File: config.mk
export PLATFORM = sky130hd
export DESIGN_NAME = mem_access_unit_flat
export DESIGN_NICKNAME = d
export VERILOG_FILES = /design/src/rtl/mem_access_unit_if.sv /design/src/rtl/mem_access_unit.sv /design/src/flat_wrapper.sv
export SDC_FILE = /design/constraint.sdc
export NUM_CORES = 1
export LEC_CHECK = 0
export CORE_MARGIN = 2
export CORE_UTILIZATION = 56
export CTS_BUF_LIST = sky130_fd_sc_hd__clkbuf_8 sky130_fd_sc_hd__clkbuf_16
export DETAILED_ROUTE_END_ITERATION = 8
export HOLD_SLACK_MARGIN = 0.06
export PLACE_DENSITY = 0.83
export SLEW_MARGIN = 20
export SYNTH_ARGS = -nofsm -noshare
export SYNTH_HDL_FRONTEND = slang
export SYNTH_SLANG_ARGS = --single-unit
File: constraint.sdc
create_clock -name clk -period 7.5 [get_ports clk]
set_clock_uncertainty 0.2 [all_clocks]
set_input_delay 1.125 -clock clk [delete_from_list [all_inputs] [get_ports clk]]
set_output_delay 1.125 -clock clk [all_outputs]
set_load 0.02 [all_outputs]
File: src/rtl/mem_access_unit_if.sv
// Load/store op, completion and cache request/response signals of the memory access unit.
// The unit sits on the slave side; the pipeline/cache environment drives the master side.
interface mem_access_unit_if;
  logic        op_valid;
  logic        op_ready;
  logic        op_load;
  logic        op_store;
  logic [2:0]  op_funct3;
  logic [31:0] op_addr;
  logic [31:0] op_wdata;
  logic        done_valid;
  logic [31:0] done_data;
  logic [1:0]  done_fault;
  logic        request_enable;
  logic        req_mode;
  logic [31:0] req_addr;
  logic [31:0] req_wdata;
  logic [3:0]  req_wstrb;
  logic        response_enable;
  logic [31:0] resp_data;

  modport master (
    output op_valid, op_load, op_store, op_funct3, op_addr, op_wdata,
    input  op_ready, done_valid, done_data, done_fault,
    input  request_enable, req_mode, req_addr, req_wdata, req_wstrb,
    output response_enable, resp_data
  );

  modport slave (
    input  op_valid, op_load, op_store, op_funct3, op_addr, op_wdata,
    output op_ready, done_valid, done_data, done_fault,
    output request_enable, req_mode, req_addr, req_wdata, req_wstrb,
    input  response_enable, resp_data
  );
endinterface

File: src/rtl/mem_access_unit.sv
// Load/store stage ahead of the cache: byte strobes, lane-shifted store data, misaligned splitting
// into two word accesses, and load merge/align/extend. One op in flight.
module mem_access_unit #(
  parameter bit SPLIT_MISALIGNED = 1'b1
) (
  input logic              clk,
  input logic              rst,
  mem_access_unit_if.slave bus
);

  typedef enum logic [1:0] {IDLE, WAIT0, WAIT1, DONE} state_t;

  state_t      state;
  logic        is_load_p0;
  logic [2:0]  f3_p0;
  logic [1:0]  off_p0;
  logic        split_p0;
  logic [31:0] hi_wdata_p0;
  logic [3:0]  hi_wstrb_p0;
  logic [31:0] lo_data_p1;

  logic [1:0]  off;
  logic        legal_f3;
  logic        illegal;
  logic        misal;
  logic [3:0]  base_mask;
  logic [7:0]  mask8;
  logic [31:0] wmask;
  logic [63:0] wdata64;
  logic [55:0] ld_merge;
  logic [31:0] ld_result;

  function automatic logic [31:0] align_load(input logic [55:0] d, input logic [1:0] sh);
    case (sh)
      2'd0:    align_load = d[31:0];
      2'd1:    align_load = d[39:8];
      2'd2:    align_load = d[47:16];
      default: align_load = d[55:24];
    endcase
  endfunction

  function automatic logic [31:0] extend_load(input logic [31:0] v, input logic [2:0] f3);
    logic signed [7:0]  sb;
    logic signed [15:0] sh;
    logic signed [31:0] r;
    sb = v[7:0];
    sh = v[15:0];
    case (f3)
      3'b000:  r = 32'(sb);
      3'b001:  r = 32'(sh);
      3'b100:  r = {24'h0, v[7:0]};
      3'b101:  r = {16'h0, v[15:0]};
      default: r = v;
    endcase
    extend_load = r;
  endfunction

  // accept-time decode: legality, alignment, strobes over the two-word window
  always_comb begin
    off = bus.op_addr[1:0];
    if (bus.op_load)
      legal_f3 = bus.op_funct3 inside {3'b000, 3'b001, 3'b010, 3'b100, 3'b101};
    else
      legal_f3 = bus.op_funct3 inside {3'b000, 3'b001, 3'b010};
    illegal = (bus.op_load == bus.op_store) || !legal_f3;
    case (bus.op_funct3[1:0])
      2'b00:   base_mask = 4'b0001;
      2'b01:   base_mask = 4'b0011;
      default: base_mask = 4'b1111;
    endcase
    misal = ((bus.op_funct3[1:0] == 2'b01) && off[0]) ||
            ((bus.op_funct3[1:0] == 2'b10) && (off != 2'b00));
    mask8   = {4'b0000, base_mask} << off;
    wmask   = {{8{base_mask[3]}}, {8{base_mask[2]}}, {8{base_mask[1]}}, {8{base_mask[0]}}};
    wdata64 = {32'h0, bus.op_wdata & wmask} << {off, 3'b000};
  end

  // response stage: {second, first} window, shifted down to the access offset
  always_comb begin
    ld_merge  = split_p0 ? {bus.resp_data[23:0], lo_data_p1} : {24'h0, bus.resp_data};
    ld_result = extend_load(align_load(ld_merge, off_p0), f3_p0);
  end

  always_ff @(posedge clk) begin
    if (rst) begin
      state              <= IDLE;
      bus.op_ready       <= 1'b1;
      bus.done_valid     <= 1'b0;
      bus.done_data      <= '0;
      bus.done_fault     <= 2'b00;
      bus.request_enable <= 1'b0;
      bus.req_mode       <= 1'b0;
      bus.req_addr       <= '0;
      bus.req_wdata      <= '0;
      bus.req_wstrb      <= '0;
      is_load_p0         <= 1'b0;
      f3_p0              <= '0;
      off_p0             <= '0;
      split_p0           <= 1'b0;
      hi_wdata_p0        <= '0;
      hi_wstrb_p0        <= '0;
      lo_data_p1         <= '0;
    end else begin
      bus.request_enable <= 1'b0;
      bus.done_valid     <= 1'b0;
      case (state)
        IDLE: begin
          if (bus.op_valid) begin
            bus.op_ready <= 1'b0;
            is_load_p0   <= bus.op_load;
            f3_p0        <= bus.op_funct3;
            off_p0       <= off;
            split_p0     <= (mask8[7:4] != 4'b0000);
            hi_wdata_p0  <= bus.op_store ? wdata64[63:32] : 32'h0;
            hi_wstrb_p0  <= bus.op_store ? mask8[7:4] : 4'b0000;
            if (illegal) begin
              bus.done_valid <= 1'b1;
              bus.done_fault <= 2'b11;
              bus.done_data  <= '0;
              state          <= DONE;
            end else if (misal && !SPLIT_MISALIGNED) begin
              bus.done_valid <= 1'b1;
              bus.done_fault <= bus.op_load ? 2'b01 : 2'b10;
              bus.done_data  <= '0;
              state          <= DONE;
            end else begin
              bus.request_enable <= 1'b1;
              bus.req_mode       <= bus.op_store;
              bus.req_addr       <= {bus.op_addr[31:2], 2'b00};
              bus.req_wstrb      <= bus.op_store ? mask8[3:0] : 4'b0000;
              bus.req_wdata      <= bus.op_store ? wdata64[31:0] : 32'h0;
              state              <= WAIT0;
            end
          end
        end
        WAIT0: begin
          if (bus.response_enable) begin
            if (split_p0) begin
              lo_data_p1         <= bus.resp_data;
              bus.request_enable <= 1'b1;
              bus.req_addr       <= bus.req_addr + 32'd4;
              bus.req_wstrb      <= hi_wstrb_p0;
              bus.req_wdata      <= hi_wdata_p0;
              state              <= WAIT1;
            end else begin
              bus.done_valid <= 1'b1;
              bus.done_fault <= 2'b00;
              bus.done_data  <= is_load_p0 ? ld_result : 32'h0;
              state          <= DONE;
            end
          end
        end
        WAIT1: begin
          if (bus.response_enable) begin
            bus.done_valid <= 1'b1;
            bus.done_fault <= 2'b00;
            bus.done_data  <= is_load_p0 ? ld_result : 32'h0;
            state          <= DONE;
          end
        end
        DONE: begin
          bus.op_ready <= 1'b1;
          state        <= IDLE;
        end
        default: state <= IDLE;
      endcase
    end
  end

endmodule

File: src/flat_wrapper.sv
// flat-port wrapper written by rule: the top's interface ports become plain ports
module mem_access_unit_flat 
#(
  parameter bit SPLIT_MISALIGNED = 1'b1
)
  (clk, rst, bus_op_valid, bus_op_load, bus_op_store, bus_op_funct3, bus_op_addr, bus_op_wdata, bus_op_ready, bus_done_valid, bus_done_data, bus_done_fault, bus_request_enable, bus_req_mode, bus_req_addr, bus_req_wdata, bus_req_wstrb, bus_response_enable, bus_resp_data);
  mem_access_unit_if bus_i ();
  input logic clk;
  input logic rst;
  input wire logic [$bits(bus_i.op_valid)-1:0] bus_op_valid;
  input wire logic [$bits(bus_i.op_load)-1:0] bus_op_load;
  input wire logic [$bits(bus_i.op_store)-1:0] bus_op_store;
  input wire logic [$bits(bus_i.op_funct3)-1:0] bus_op_funct3;
  input wire logic [$bits(bus_i.op_addr)-1:0] bus_op_addr;
  input wire logic [$bits(bus_i.op_wdata)-1:0] bus_op_wdata;
  output wire logic [$bits(bus_i.op_ready)-1:0] bus_op_ready;
  output wire logic [$bits(bus_i.done_valid)-1:0] bus_done_valid;
  output wire logic [$bits(bus_i.done_data)-1:0] bus_done_data;
  output wire logic [$bits(bus_i.done_fault)-1:0] bus_done_fault;
  output wire logic [$bits(bus_i.request_enable)-1:0] bus_request_enable;
  output wire logic [$bits(bus_i.req_mode)-1:0] bus_req_mode;
  output wire logic [$bits(bus_i.req_addr)-1:0] bus_req_addr;
  output wire logic [$bits(bus_i.req_wdata)-1:0] bus_req_wdata;
  output wire logic [$bits(bus_i.req_wstrb)-1:0] bus_req_wstrb;
  input wire logic [$bits(bus_i.response_enable)-1:0] bus_response_enable;
  input wire logic [$bits(bus_i.resp_data)-1:0] bus_resp_data;
  assign bus_i.op_valid = bus_op_valid;
  assign bus_i.op_load = bus_op_load;
  assign bus_i.op_store = bus_op_store;
  assign bus_i.op_funct3 = bus_op_funct3;
  assign bus_i.op_addr = bus_op_addr;
  assign bus_i.op_wdata = bus_op_wdata;
  assign bus_op_ready = bus_i.op_ready;
  assign bus_done_valid = bus_i.done_valid;
  assign bus_done_data = bus_i.done_data;
  assign bus_done_fault = bus_i.done_fault;
  assign bus_request_enable = bus_i.request_enable;
  assign bus_req_mode = bus_i.req_mode;
  assign bus_req_addr = bus_i.req_addr;
  assign bus_req_wdata = bus_i.req_wdata;
  assign bus_req_wstrb = bus_i.req_wstrb;
  assign bus_i.response_enable = bus_response_enable;
  assign bus_i.resp_data = bus_resp_data;
  mem_access_unit #(.SPLIT_MISALIGNED(SPLIT_MISALIGNED)) u_core (.clk(clk), .rst(rst), .bus(bus_i));
endmodule
==> metrics.md, run 1 <==
| Metric | Value |
|---|---|
| Worst skew pair latency | 0.43 ns |
| Comb power frac | 0.381 |
| Slew margin rel. | 0.192 |
| P&R area growth vs syn | 26.4% |
| CP arrival | 4.07 ns |
| Routed vias/inst | 6.68 |
| Min Clock Period, post-route | 3.90 ns |
| Total number of vias | 10200 |
| Setup crit end | u_core.bus.req_wdata[30] |
| CTS root buf | clkbuf_16 |
| PwrDens | 252 nW/um^2 |
| Yosys warning total | 0 |
| Cts hold-fix bufs | 0 |
| Final hold viol count | 0 |
| RSZ-0062 raised after global routing | false |
| Sequential share of power | 0.347 |
| Leakage | 4.15 nW |
| Met1 Resource Use GR | 0.464 |
| Share of cells above drive strength 1 | 0.0849 |
| Post-CTS Setup Inserts | 0 |
| Iter 0 DRT Violations | 1202 |
| Nets | 1406 |
| CP endpoint kind | register |
| Pre-antenna DRT Iters | 6 |
| Max-cap violations | 0 |
| Crit path max fanout | 33 |
| Top FF cell, synth | dfxtp_1 |
| Area of the mapped netlist | 9690 um^2 |
| Post-Route WL | 30.9 mm |
| CTS Buf Count | 17 |
| Most common cell after layout, fill and taps aside | clkdlybuf4s50_1 |
| Required @ worst endpoint | 7.67 ns |
| Initial Util | 0.566 |
| Reg-to-reg startpoint | u_core.state[1] |
| Residual DRC | 0 |
| Met2 Use GR | 0.498 |
| Number of synthesized register bits | 171 |
| Synth Instances | 1166 |
| Die area | 18400 um^2 |
| Worst hold-check path type | register to register |
| HPWL after detailed placement | 20.9 mm |
| Largest net degree at the start of global routing | 101 |
| Total grt overflow | 0 |
| Final period util | 0.520 |
| # rows | 48 |
| Worst-path clk slew | 0.06 ns |
| Max-slew violations | 0 |
| Final setup viols | 0 |
| Total negative slack | 0 ns |
| Post-synth EDFFs | 0 |
| Outcome | finished, final reports clean |
| First-pass GRT wire length | 47.6 mm |
| Worst reg2reg path depth | 10 |
| DP Cell Count | 1502 |
| Sw Ratio | 0.387 |
| Top-area cell type share of the netlist area | 0.353 |
| GPL Wtd Cong | 0.947 |
| Post-synthesis sequential area ratio | 0.353 |
| Maximum VDD drop | 215 uV |
| Initial antenna violation count | 1 |
| Register-to-register setup slack | 3.77 ns |
| Top Usage Layer GRT | met2 |
| TritonCTS clock tree | done |
| Reg2reg end | u_core.bus.req_addr[28] |
| Top achievable clock speed | 0.256 GHz |
| Global Route Usage Sum | 0.326 |
| Worst Setup SP | bus_response_enable |
| Avg Cell Area, Syn | 8.31 um^2 |
| DR WL/cell | 20.1 um |
| Number of distinct library cells after synthesis | 74 |
| Ranking of synthesized cells by area | dfxtp_1 35%, nand2_1 5.1%, a21oi_1 4.8% |
| Post-synth ARST share | 0 |
| Sink Count | 171 |
| Slew @ Worst Pin | 1.20 ns |
| CTS resizes | 0 |
| I/O Buffers | 208 |
| Leading cell types in the layout, fill and taps excluded | 207 x clkdlybuf4s50_1, 169 x dfxtp_1, 131 x nand2_1, 93 x a21oi_1, 70 x nor2_1 |
| Die Ht | 136 um |
| Largest area contributor in the netlist | dfxtp_1 |
| Post-DRT Antenna Nets | 0 |
| Clk buf depth | 2 |
| H-tree depth | 4 |
| Post-route insts no fill | 1534 |
| Net Sw Power | 1.19 mW |
| Critical path class | input port to register |
| IO Pins | 211 |
| Clk pwr share | 0.272 |
| Vias in the first global route | 8937 |
| Chip Width | 136 um |
| Pint | 1.89 mW |
| Core ar. | 17100 um^2 |
| Grt met3 use | 0.0643 |
| Startpoint types | input port |
logic make-up (layout without fill, tap and decap cells):
logic type	Yosys count	after routing	share of synthesized area
other	1	3	0.000387
DFF	171	171	0.353
adders and majority gates	5	5	0.00645
buffers and inverters	159	300	0.0701
and+or+nand+nor	351	351	0.171
AOI/OAI and AO/OA	402	402	0.303
muxes	77	77	0.0957
per-layer routing:
layer / part of all wire / up-vias / wire [um]
met5: 0 / - / 0
met4: 0.026 / 0 / 803
met3: 0.12 / 78 / 3560
met2: 0.45 / 680 / 13900
met1: 0.41 / 4807 / 12600
li1: - / 4677 / -
metrics by stage:
stage / util / cell area, um^2 / setup WS, ns / hold slack, ns / total power, mW
2_1_floorplan: - / 9700 / 4.48 / 0.232 / 1.87
3_3_place_gp: 0.683 / 11700 / 2.78 / 0.238 / 2.21
3_5_place_dp: 0.683 / 11700 / 2.71 / 0.244 / 2.23
4_1_cts: 0.715 / 12200 / 3.16 / 0.253 / 3.06
5_1_grt: 0.715 / 12200 / 3.44 / 0.278 / 3.22
6_report: 0.716 / 12200 / 3.60 / 0.248 / 3.08
state kept, by name (all words and copies together) (netlist names):
name / cells
u_core.bus.done_data: 32
u_core.bus.req_wstrb: 4
u_core.lo_data_p1: 32
u_core.f3_p0: 3
u_core.split_p0: 1
u_core.bus.op_ready: 1
u_core.bus.done_fault: 1
u_core.bus.req_wdata: 32
u_core.hi_wstrb_p0: 3
u_core.state: 2
u_core.off_p0: 2
u_core.bus.req_addr: 30
u_core.bus.request_enable: 1
u_core.bus.req_mode: 1
u_core.is_load_p0: 1
u_core.hi_wdata_p0: 24
u_core.bus.done_valid: 1
cell usage after synthesis (29+ instances only):
master      n
a21oi_1    93
a22o_1     50
a22oi_1    48
clkbuf_1   70
dfxtp_1   171
inv_1      42
mux2i_1    42
nand2_1   131
nand3_1    33
nor2_1     71
nor3_1     29
o21ai_0    31
power by group through the flow:
stage / combinational (mW) / sequential [mW] / clock, mW
after floorplan: 0.735 / 1.13 / 0
after global placement: 1.12 / 1.09 / 0
after detailed placement: 1.14 / 1.09 / 0
after CTS: 1.15 / 1.07 / 0.843
after global routing: 1.26 / 1.08 / 0.882
final: 1.17 / 1.07 / 0.838
layout make-up:
class,count,area [um^2]
Antenna cell,1,2.50
Clock buffer,17,425
Clock inverter,14,126
Fill cell,1368,4870
Inverter,44,165
Multi-Input combinational cell,837,5610
Sequential cell,171,3430
Tap cell,225,282
Timing Repair Buffer,225,2210
worst min-delay path by stage:
| stage | from | to | depth (start not counted) |
|---|---|---|---|
| final | u_core.lo_data_p1[3] | u_core.lo_data_p1[3] | 2 |
| after global routing | u_core.is_load_p0 | u_core.is_load_p0 | 2 |
| after CTS | u_core.lo_data_p1[4] | u_core.lo_data_p1[4] | 2 |
| after detailed placement | u_core.lo_data_p1[4] | u_core.lo_data_p1[4] | 2 |
| after global placement | u_core.lo_data_p1[4] | u_core.lo_data_p1[4] | 2 |
| after floorplan | u_core.lo_data_p1[0] | u_core.lo_data_p1[0] | 2 |
worst max-delay path: stages:
cell	delay, ns
clkdlybuf4s50_1	0.55
and3_2	0.61
nand2_1	0.74
a2111oi_4	0.82
a22o_1	0.22
Note: power is estimated with default switching activity, not from simulation.
==> run 2, diff against run 1 <==
CORE_UTILIZATION = 52   (was 56)
PLACE_DENSITY = 0.78   (was 0.83)
clock period = 3.95 ns   (was 7.5 ns; I/O delays follow)
==> run 2 against run 1 <==
Effect of this change:
- count of clock-buffer cells in the layout did not move
- largest power group unchanged
- critical path type unchanged
- combinational power rose by 92%
- highest routed layer unchanged
- sequential cell count did not move
- critical endpoint is now u_core.bus.req_addr[31]
==> metrics.md, run 2 (synthesis gave the netlist of run 1 again) <==
| Metric | Value |
|---|---|
| Max-slew violations | 0 |
| Startpoint types | input port |
| Iter 0 DRT Violations | 1519 |
| Initial Util | 0.534 |
| Routed vias/inst | 6.59 |
| Clk buf depth | 2 |
| Outcome | finished, final reports clean |
| Sequential share of power | 0.342 |
| Most common cell after layout, fill and taps aside | clkdlybuf4s50_1 |
| Post-CTS Setup Inserts | 0 |
| Required @ worst endpoint | 4.01 ns |
| Post-Route WL | 32.1 mm |
| Global Route Usage Sum | 0.314 |
| Crit path max fanout | 13 |
| Worst hold-check path type | register to register |
| Worst skew pair latency | 0.44 ns |
| Total number of vias | 10300 |
| Share of cells above drive strength 1 | 0.0952 |
| Vias in the first global route | 9126 |
| PwrDens | 490 nW/um^2 |
| CP endpoint kind | register |
| Final setup viols | 0 |
| H-tree depth | 4 |
| Slew @ Worst Pin | 1.07 ns |
| Maximum VDD drop | 318 uV |
| Slew margin rel. | 0.284 |
| First-pass GRT wire length | 50.2 mm |
| HPWL after detailed placement | 21.9 mm |
| Die area | 19700 um^2 |
| Clk pwr share | 0.289 |
| Critical path class | input port to register |
| Sink Count | 171 |
| Tot Pwr | 6.09 mW |
| IO Pins | 211 |
| # rows | 49 |
| CP arrival | 3.08 ns |
| Core ar. | 18100 um^2 |
| Cts hold-fix bufs | 0 |
| Post-DRT Antenna Nets | 0 |
| CTS resizes | 0 |
| TritonCTS clock tree | done |
| CTS root buf | clkbuf_16 |
| RSZ-0062 raised after global routing | false |
| Total grt overflow | 0 |
| Total negative slack | 0 ns |
| Worst setup margin | 0.938 ns |
| Leakage | 4.26 nW |
| Sw Ratio | 0.382 |
| GPL Wtd Cong | 0.964 |
| Top achievable clock speed | 0.332 GHz |
| I/O Buffers | 208 |
| Pint | 3.76 mW |
| P&R area growth vs syn | 28.3% |
| Worst-path clk slew | 0.07 ns |
| DR WL/cell | 20.6 um |
| Leading cell types in the layout, fill and taps excluded | 207 x clkdlybuf4s50_1, 169 x dfxtp_1, 131 x nand2_1, 93 x a21oi_1, 70 x nor2_1 |
| Final hold viol count | 0 |
| Initial antenna violation count | 2 |
| Fillers | 1494 |
| Pre-antenna DRT Iters | 6 |
| Net Sw Power | 2.33 mW |
| Largest regs | u_core.bus.done_data x32, u_core.bus.req_wdata x32, u_core.lo_data_p1 x32 |
| Comb power frac | 0.369 |
| Chip Width | 141 um |
| Min Clock Period, post-route | 3.01 ns |
| Die Ht | 141 um |
| Residual DRC | 0 |
| Max-cap violations | 0 |
| Nets | 1421 |
| CTS Buf Count | 17 |
| Largest net degree at the start of global routing | 97 |
| DP Worst Slack | 0.585 ns |
| Final period util | 0.763 |
## run 2: final timing paths
kind / start / to / slack [ns] / cells after the start
setup / recovery: bus_op_funct3[0] / u_core.bus.req_addr[31] / 0.94 / 6
setup reg to reg: u_core.split_p0 / u_core.bus.done_data[19] / 1.03 / 5
hold / removal: u_core.lo_data_p1[5] / u_core.lo_data_p1[5] / 0.25 / 2
hold reg to reg: u_core.lo_data_p1[5] / u_core.lo_data_p1[5] / 0.25 / 2
## run 2: per-stage QoR
step | cell area, um^2 | util | std cells | hold WS, ns
4_1_cts | 12400 | 0.685 | 1553 | 0.251
5_1_grt | 12400 | 0.685 | 1553 | 0.268
6_report | 12400 | 0.685 | 1556 | 0.250
2_1_floorplan | 9700 | - | 1167 | 0.232
3_3_place_gp | 11800 | 0.651 | 1521 | 0.239
3_5_place_dp | 11800 | 0.651 | 1521 | 0.242
## run 2: final cells by class
cell class              count  area, um^2  share of cell area
diodes                      3        7.51            0.000604
clock buffers              17         425              0.0342
clock inverters            15         189              0.0152
inverters                  44         165              0.0133
multi-input cells         837        5610               0.451
flip-flops and latches    171        3430               0.275
well taps                 229         287              0.0230
repair buffers            240        2330               0.187
## run 2: worst max-delay path, stage by stage
cell and delay (ns):
clkdlybuf4s50_1 0.72, o21ai_0 0.14, and3_1 0.30, o211a_1 0.26, nor2_1 0.82, o311ai_1 0.24
## run 2: routing by layer
metal | wire (um) | track usage
met4 | 684 | 0.0900
met5 | 0 | 0
met2 | 14100 | 0.465
met1 | 13900 | 0.456
met3 | 3460 | 0.0725
## run 2: power by group through the flow
stage | clock (mW) | combinational [mW] | sequential (mW)
global placement | 0 | 2.16 | 2.11
detailed placement | 0 | 2.19 | 2.11
global route | 1.85 | 2.42 | 2.10
floorplan | 0 | 1.40 | 2.14
finish | 1.76 | 2.25 | 2.08
CTS | 1.77 | 2.20 | 2.07
